$ cat src/rtl/mem_port_arbiter.sv
// Round-robin owner of the single memory port shared by the core and the program loader.
// Latency: issue one cycle after a request is seen in IDLE; ack 1 cycle (write) or MEM_LATENCY+1 cycles (read) after issue.
// Backpressure: requests are held until ack; a request is only sampled in IDLE, so one transaction is in flight at a time.
module mem_port_arbiter #(
    parameter int ADDR_WIDTH  = 16,
    parameter int DATA_WIDTH  = 32,
    parameter int MEM_LATENCY = 2
) (
    input  logic                  clk,
    input  logic                  reset,
    input  logic                  cpu_req,
    input  logic                  cpu_we,
    input  logic [ADDR_WIDTH-1:0] cpu_addr,
    input  logic [DATA_WIDTH-1:0] cpu_wdata,
    output logic                  cpu_ack,
    output logic [DATA_WIDTH-1:0] cpu_rdata,
    input  logic                  ldr_req,
    input  logic                  ldr_we,
    input  logic [ADDR_WIDTH-1:0] ldr_addr,
    input  logic [DATA_WIDTH-1:0] ldr_wdata,
    output logic                  ldr_ack,
    output logic [DATA_WIDTH-1:0] ldr_rdata,
    output logic                  mem_en,
    output logic                  mem_we,
    output logic [ADDR_WIDTH-1:0] mem_addr,
    output logic [DATA_WIDTH-1:0] mem_wdata,
    input  logic [DATA_WIDTH-1:0] mem_rdata,
    output logic                  busy,
    output logic                  owner
);
    typedef enum logic [1:0] {IDLE, ISSUE, WAIT, ACK} state_t;

    localparam logic [3:0] LAT = 4'(MEM_LATENCY);

    state_t                state, state_nxt;
    logic [3:0]            cnt, cnt_nxt;
    logic                  last_owner, last_owner_nxt;
    logic                  owner_nxt, busy_nxt;
    logic                  cpu_ack_nxt, ldr_ack_nxt;
    logic [DATA_WIDTH-1:0] cpu_rdata_nxt, ldr_rdata_nxt;
    logic                  mem_en_nxt, mem_we_nxt;
    logic [ADDR_WIDTH-1:0] mem_addr_nxt;
    logic [DATA_WIDTH-1:0] mem_wdata_nxt;
    logic                  grant_ldr;

    // On a tie the loader wins only if the core had the previous grant.
    assign grant_ldr = ldr_req && (!cpu_req || !last_owner);

    always_comb begin
        state_nxt      = state;
        cnt_nxt        = cnt;
        last_owner_nxt = last_owner;
        owner_nxt      = owner;
        busy_nxt       = busy;
        cpu_ack_nxt    = 1'b0;
        ldr_ack_nxt    = 1'b0;
        cpu_rdata_nxt  = cpu_rdata;
        ldr_rdata_nxt  = ldr_rdata;
        mem_en_nxt     = 1'b0;
        mem_we_nxt     = 1'b0;
        mem_addr_nxt   = '0;
        mem_wdata_nxt  = '0;

        case (state)
            IDLE: begin
                if (cpu_req || ldr_req) begin
                    owner_nxt      = grant_ldr;
                    last_owner_nxt = grant_ldr;
                    busy_nxt       = 1'b1;
                    mem_en_nxt     = 1'b1;
                    mem_we_nxt     = grant_ldr ? ldr_we   : cpu_we;
                    mem_addr_nxt   = grant_ldr ? ldr_addr : cpu_addr;
                    if (mem_we_nxt) begin
                        mem_wdata_nxt = grant_ldr ? ldr_wdata : cpu_wdata;
                    end
                    state_nxt = ISSUE;
                end
            end
            ISSUE: begin
                // mem_we still holds the latched direction during the issue cycle.
                if (mem_we) begin
                    cpu_ack_nxt = !owner;
                    ldr_ack_nxt = owner;
                    state_nxt   = ACK;
                end else begin
                    cnt_nxt   = LAT;
                    state_nxt = WAIT;
                end
            end
            WAIT: begin
                cnt_nxt = cnt - 4'd1;
                if (cnt == 4'd1) begin
                    if (owner) begin
                        ldr_rdata_nxt = mem_rdata;
                        ldr_ack_nxt   = 1'b1;
                    end else begin
                        cpu_rdata_nxt = mem_rdata;
                        cpu_ack_nxt   = 1'b1;
                    end
                    state_nxt = ACK;
                end
            end
            ACK: begin
                busy_nxt  = 1'b0;
                state_nxt = IDLE;
            end
            default: state_nxt = IDLE;
        endcase
    end

    always_ff @(posedge clk) begin
        if (reset) begin
            state      <= IDLE;
            cnt        <= 4'd0;
            last_owner <= 1'b1;
            owner      <= 1'b0;
            busy       <= 1'b0;
            cpu_ack    <= 1'b0;
            ldr_ack    <= 1'b0;
            cpu_rdata  <= '0;
            ldr_rdata  <= '0;
            mem_en     <= 1'b0;
            mem_we     <= 1'b0;
            mem_addr   <= '0;
            mem_wdata  <= '0;
        end else begin
            state      <= state_nxt;
            cnt        <= cnt_nxt;
            last_owner <= last_owner_nxt;
            owner      <= owner_nxt;
            busy       <= busy_nxt;
            cpu_ack    <= cpu_ack_nxt;
            ldr_ack    <= ldr_ack_nxt;
            cpu_rdata  <= cpu_rdata_nxt;
            ldr_rdata  <= ldr_rdata_nxt;
            mem_en     <= mem_en_nxt;
            mem_we     <= mem_we_nxt;
            mem_addr   <= mem_addr_nxt;
            mem_wdata  <= mem_wdata_nxt;
        end
    end
endmodule

$ cat config.mk
export PLATFORM = sky130hd
export DESIGN_NAME = mem_port_arbiter
export DESIGN_NICKNAME = d
export VERILOG_FILES = /design/src/rtl/mem_port_arbiter.sv
export SDC_FILE = /design/constraint.sdc
export NUM_CORES = 1
export LEC_CHECK = 0
export CAP_MARGIN = 20
export CORE_MARGIN = 3
export CORE_UTILIZATION = 42
export CTS_CLUSTER_SIZE = 14
export DETAILED_ROUTE_END_ITERATION = 8
export GPL_TIMING_DRIVEN = 0
export PLACE_DENSITY = 0.85
export SLEW_MARGIN = 20
export SYNTH_ARGS = -nofsm -noshare
export SYNTH_HDL_FRONTEND = slang
export SYNTH_SLANG_ARGS = --single-unit
export TNS_END_PERCENT = 5
$ cat constraint.sdc
create_clock -name clk -period 3.1 [get_ports clk]
set_clock_uncertainty 0.1 [all_clocks]
set_input_delay 0.62 -clock clk [delete_from_list [all_inputs] [get_ports clk]]
set_output_delay 0.62 -clock clk [all_outputs]
set_load 0.02 [all_outputs]
==> results.ini <==
[floorplanning]
start_util_pct = 44.21
num_io_pins = 252
die_h_um = 111.6
die_width_um = 111.6
dieArea_sq_um = 12460
row_count = 37
coreArea_sq_um = 10600

[cts]
cts.sinks = 125
post_cts_buffers = 0
cts_htree_levels = 4
ctsResizeCount = 0
cts_buffers = 17
clk_latency_ns = 0.52
clkTransAtPathRegs_ns = 0.06
cts_tree = yes
cts_root_buf = clkbuf_8
hold_buffers = 0
clockBufferDepth = 2

[synthesis]
synth_fp_nets = 708
synth_flop_cell = dfxtp_1
synthesis.area_sq_um = 4687
synth_top_family_by_area = simple AND/OR/NAND/NOR gates
yosysWarnings = 0
yosys-top-cells-area = dfxtp_1 53%, nand2_1 19%, a21oi_1 9.8%
syn_avg_cell_area_sq_um = 8.266
synthCells = 567
seq_area_frac_synth_pct = 53.39
synth_top_cell_by_area = dfxtp_1
yosys.area.top_type_share_pct = 53.39
synth_compound_area_share_pct = 17.62
yosys.area_share.adder_pct = 1.869
synth_xor_area_share_pct = 0
synthMuxAreaShare_pct = 0.4538
synthSimpleGateAreaFrac_pct = 21.25
synth-async-reset-ratio_pct = 0
synth_edf_count = 0
yosysUniqueCellTypes = 34
ys_ff_latch = 125

[cells_and_area]
multi_input_area_sq_um = 1931
insertedDiodeCount = 0
final_common_cell = clkdlybuf4s50_1
fin_nets = 977
layout.area.seq_sq_um = 2502
syn_to_final_growth_pct = 70.26
final_layout_size_suffix_gt1_share_pct = 10.60
nFillCells = 744
final_cell_mix = 250 x clkdlybuf4s50_1, 233 x nand2_1, 125 x dfxtp_1

[timing]
hold_violations = 0
fin_crit_sh_pct = 77.46
period_minus_slack_ns = 2.401
drv_slew = 0
tns_ns = 0
clock.fmax_ghz = 0.4164
hold_ws_ns = 0.3114
relSlewSlack_pct = 66.42
rsz0062_at_grt = false
worstMarginPinSlew_ns = 0.5037
setup_viol = 0

[global_routing]
antenna_found_initial = 0
grt_first_pass_wirelength_um = 25520
grt_usage_pct = 25.95
grt_max_degree = 17
grt-ovfl-total = 0
grt_pass1_vias = 5005

[status]
status = complete, no violations

[setup_path]
r2r_end = cpu_rdata[7]$_SDFFE_PP0P_
r2r_start = state[0]$_SDFFE_PP0P_
arrival_ns = 1.68
crit_chain = clkdlybuf4s50_1
cp_top_family = buffers and inverters
reg2reg_slack_ns = 1.10
endpoint_kind = primary output
reg2reg_depth = 8
cp_num_buf_inv = 1
crit_slowest_cell = clkdlybuf4s50_1
max_stage_delay_ns = 0.69
cp_max_fo = 8
worstPathRequired_ns = 2.38
critPathKind = flip-flop to primary output
crit_start = owner$_SDFFE_PP0P_
startpoint_type = flip-flop

[route]
antenna_left = 0
wl_per_cell_um = 16.27
routed-via-count = 4851
via_per_inst = 4.925
remaining_drc_errors = 0
dr.pass1.iters = 5
routed_wl_um = 16030
drt_iter0_markers = 319

[power_and_ir_drop]
peakVddDrop_mv = 0.2864
cellLeakagePower_uw = 0.002954
p_per_area_nw_per_um2 = 616.9

[min_path]
min_path_cells = 2
min_path_type = input port to flip-flop
holdPathEnd = state[0]$_SDFFE_PP0P_
hp-start = reset

[place]
port_buffers = 250
gp_congestion = 0.8657
hpwlAfterDp_um = 12510

[run]
max_cap_viol_count = 0

-- worst max path at each step --
stage	endpoint	slack (ns)	depth (start not counted)
6_report	owner	0.70	1
5_1_grt	owner	0.63	1
4_1_cts	owner	0.68	1
3_5_place_dp	mem_addr[2]$_SDFF_PP0_	0.72	6
3_3_place_gp	mem_addr[9]$_SDFF_PP0_	0.79	6
2_1_floorplan	ldr_rdata[10]$_SDFFE_PP0P_	1.35	9
-- metrics by stage --
stage	util, %	setup WS [ns]	total power, uW	cells	cell area, sq um
2_1_floorplan	-	1.348	2385	567	4687
3_3_place_gp	69.42	0.7938	2861	953	7360
3_5_place_dp	69.42	0.7185	2888	953	7360
4_1_cts	75.27	0.6823	4957	985	7980
5_1_grt	75.27	0.6282	5127	985	7980
6_report	75.27	0.6986	4923	985	7980
-- kinds of logic after synthesis --
| kind of cell | count (synthesis) |
|---|---|
| and+or+nand+nor | 254 |
| AOI/OAI and AO/OA | 134 |
| DFF | 125 |
| buffers and inverters | 45 |
| adders and majority gates | 7 |
| muxes | 2 |
-- cells in the mapped netlist, types with 2 or more instances --
master,number
a21oi_1,92
ha_1,7
nand2b_1,2
a21bo_2,2
nand3_1,2
inv_1,8
o21ai_0,2
a21oi_2,29
buf_6,7
dfxtp_1,125
buf_2,14
clkbuf_1,12
nand2_1,233
buf_4,4
nor2_1,9
-- report_power, final --
part           switching (uW)  internal (uW)  total [uW]
registers                76.5           1740        1810
logic                     537            508        1050
clock network             731           1330        2060
-- state kept, by name, summed over array words and instances, names as in the netlist --
| register | count |
|---|---|
| cnt | 4 |
| cpu_ack | 1 |
| state | 2 |
| ldr_ack | 1 |
| cpu_rdata | 32 |
| mem_addr | 16 |
| mem_en | 1 |
| owner | 1 |
| last_owner | 1 |
| busy | 1 |
| mem_wdata | 32 |
| ldr_rdata | 32 |
| mem_we | 1 |
-- layout make-up --
| cell class | instances | area share, % |
|---|---|---|
| plain buffers | 37 | 2.807 |
| clock buffers | 19 | 5.409 |
| clock inverters | 13 | 2.368 |
| inverters | 8 | 0.3763 |
| multi-input cells | 397 | 24.19 |
| flip-flops and latches | 125 | 31.36 |
| well taps | 136 | 2.132 |
| repair buffers | 250 | 31.36 |
-- per-layer routing --
metal  vias to the layer above  track usage, %  share of wire (%)
li1                       2376               -                  -
met1                      2186           27.35                 37
met2                       249           44.92                 49
met3                        40           11.09                 11
met4                         0           11.68                3.3
met5                         -               0                  0
Note: power is estimated with default switching activity, not from simulation.
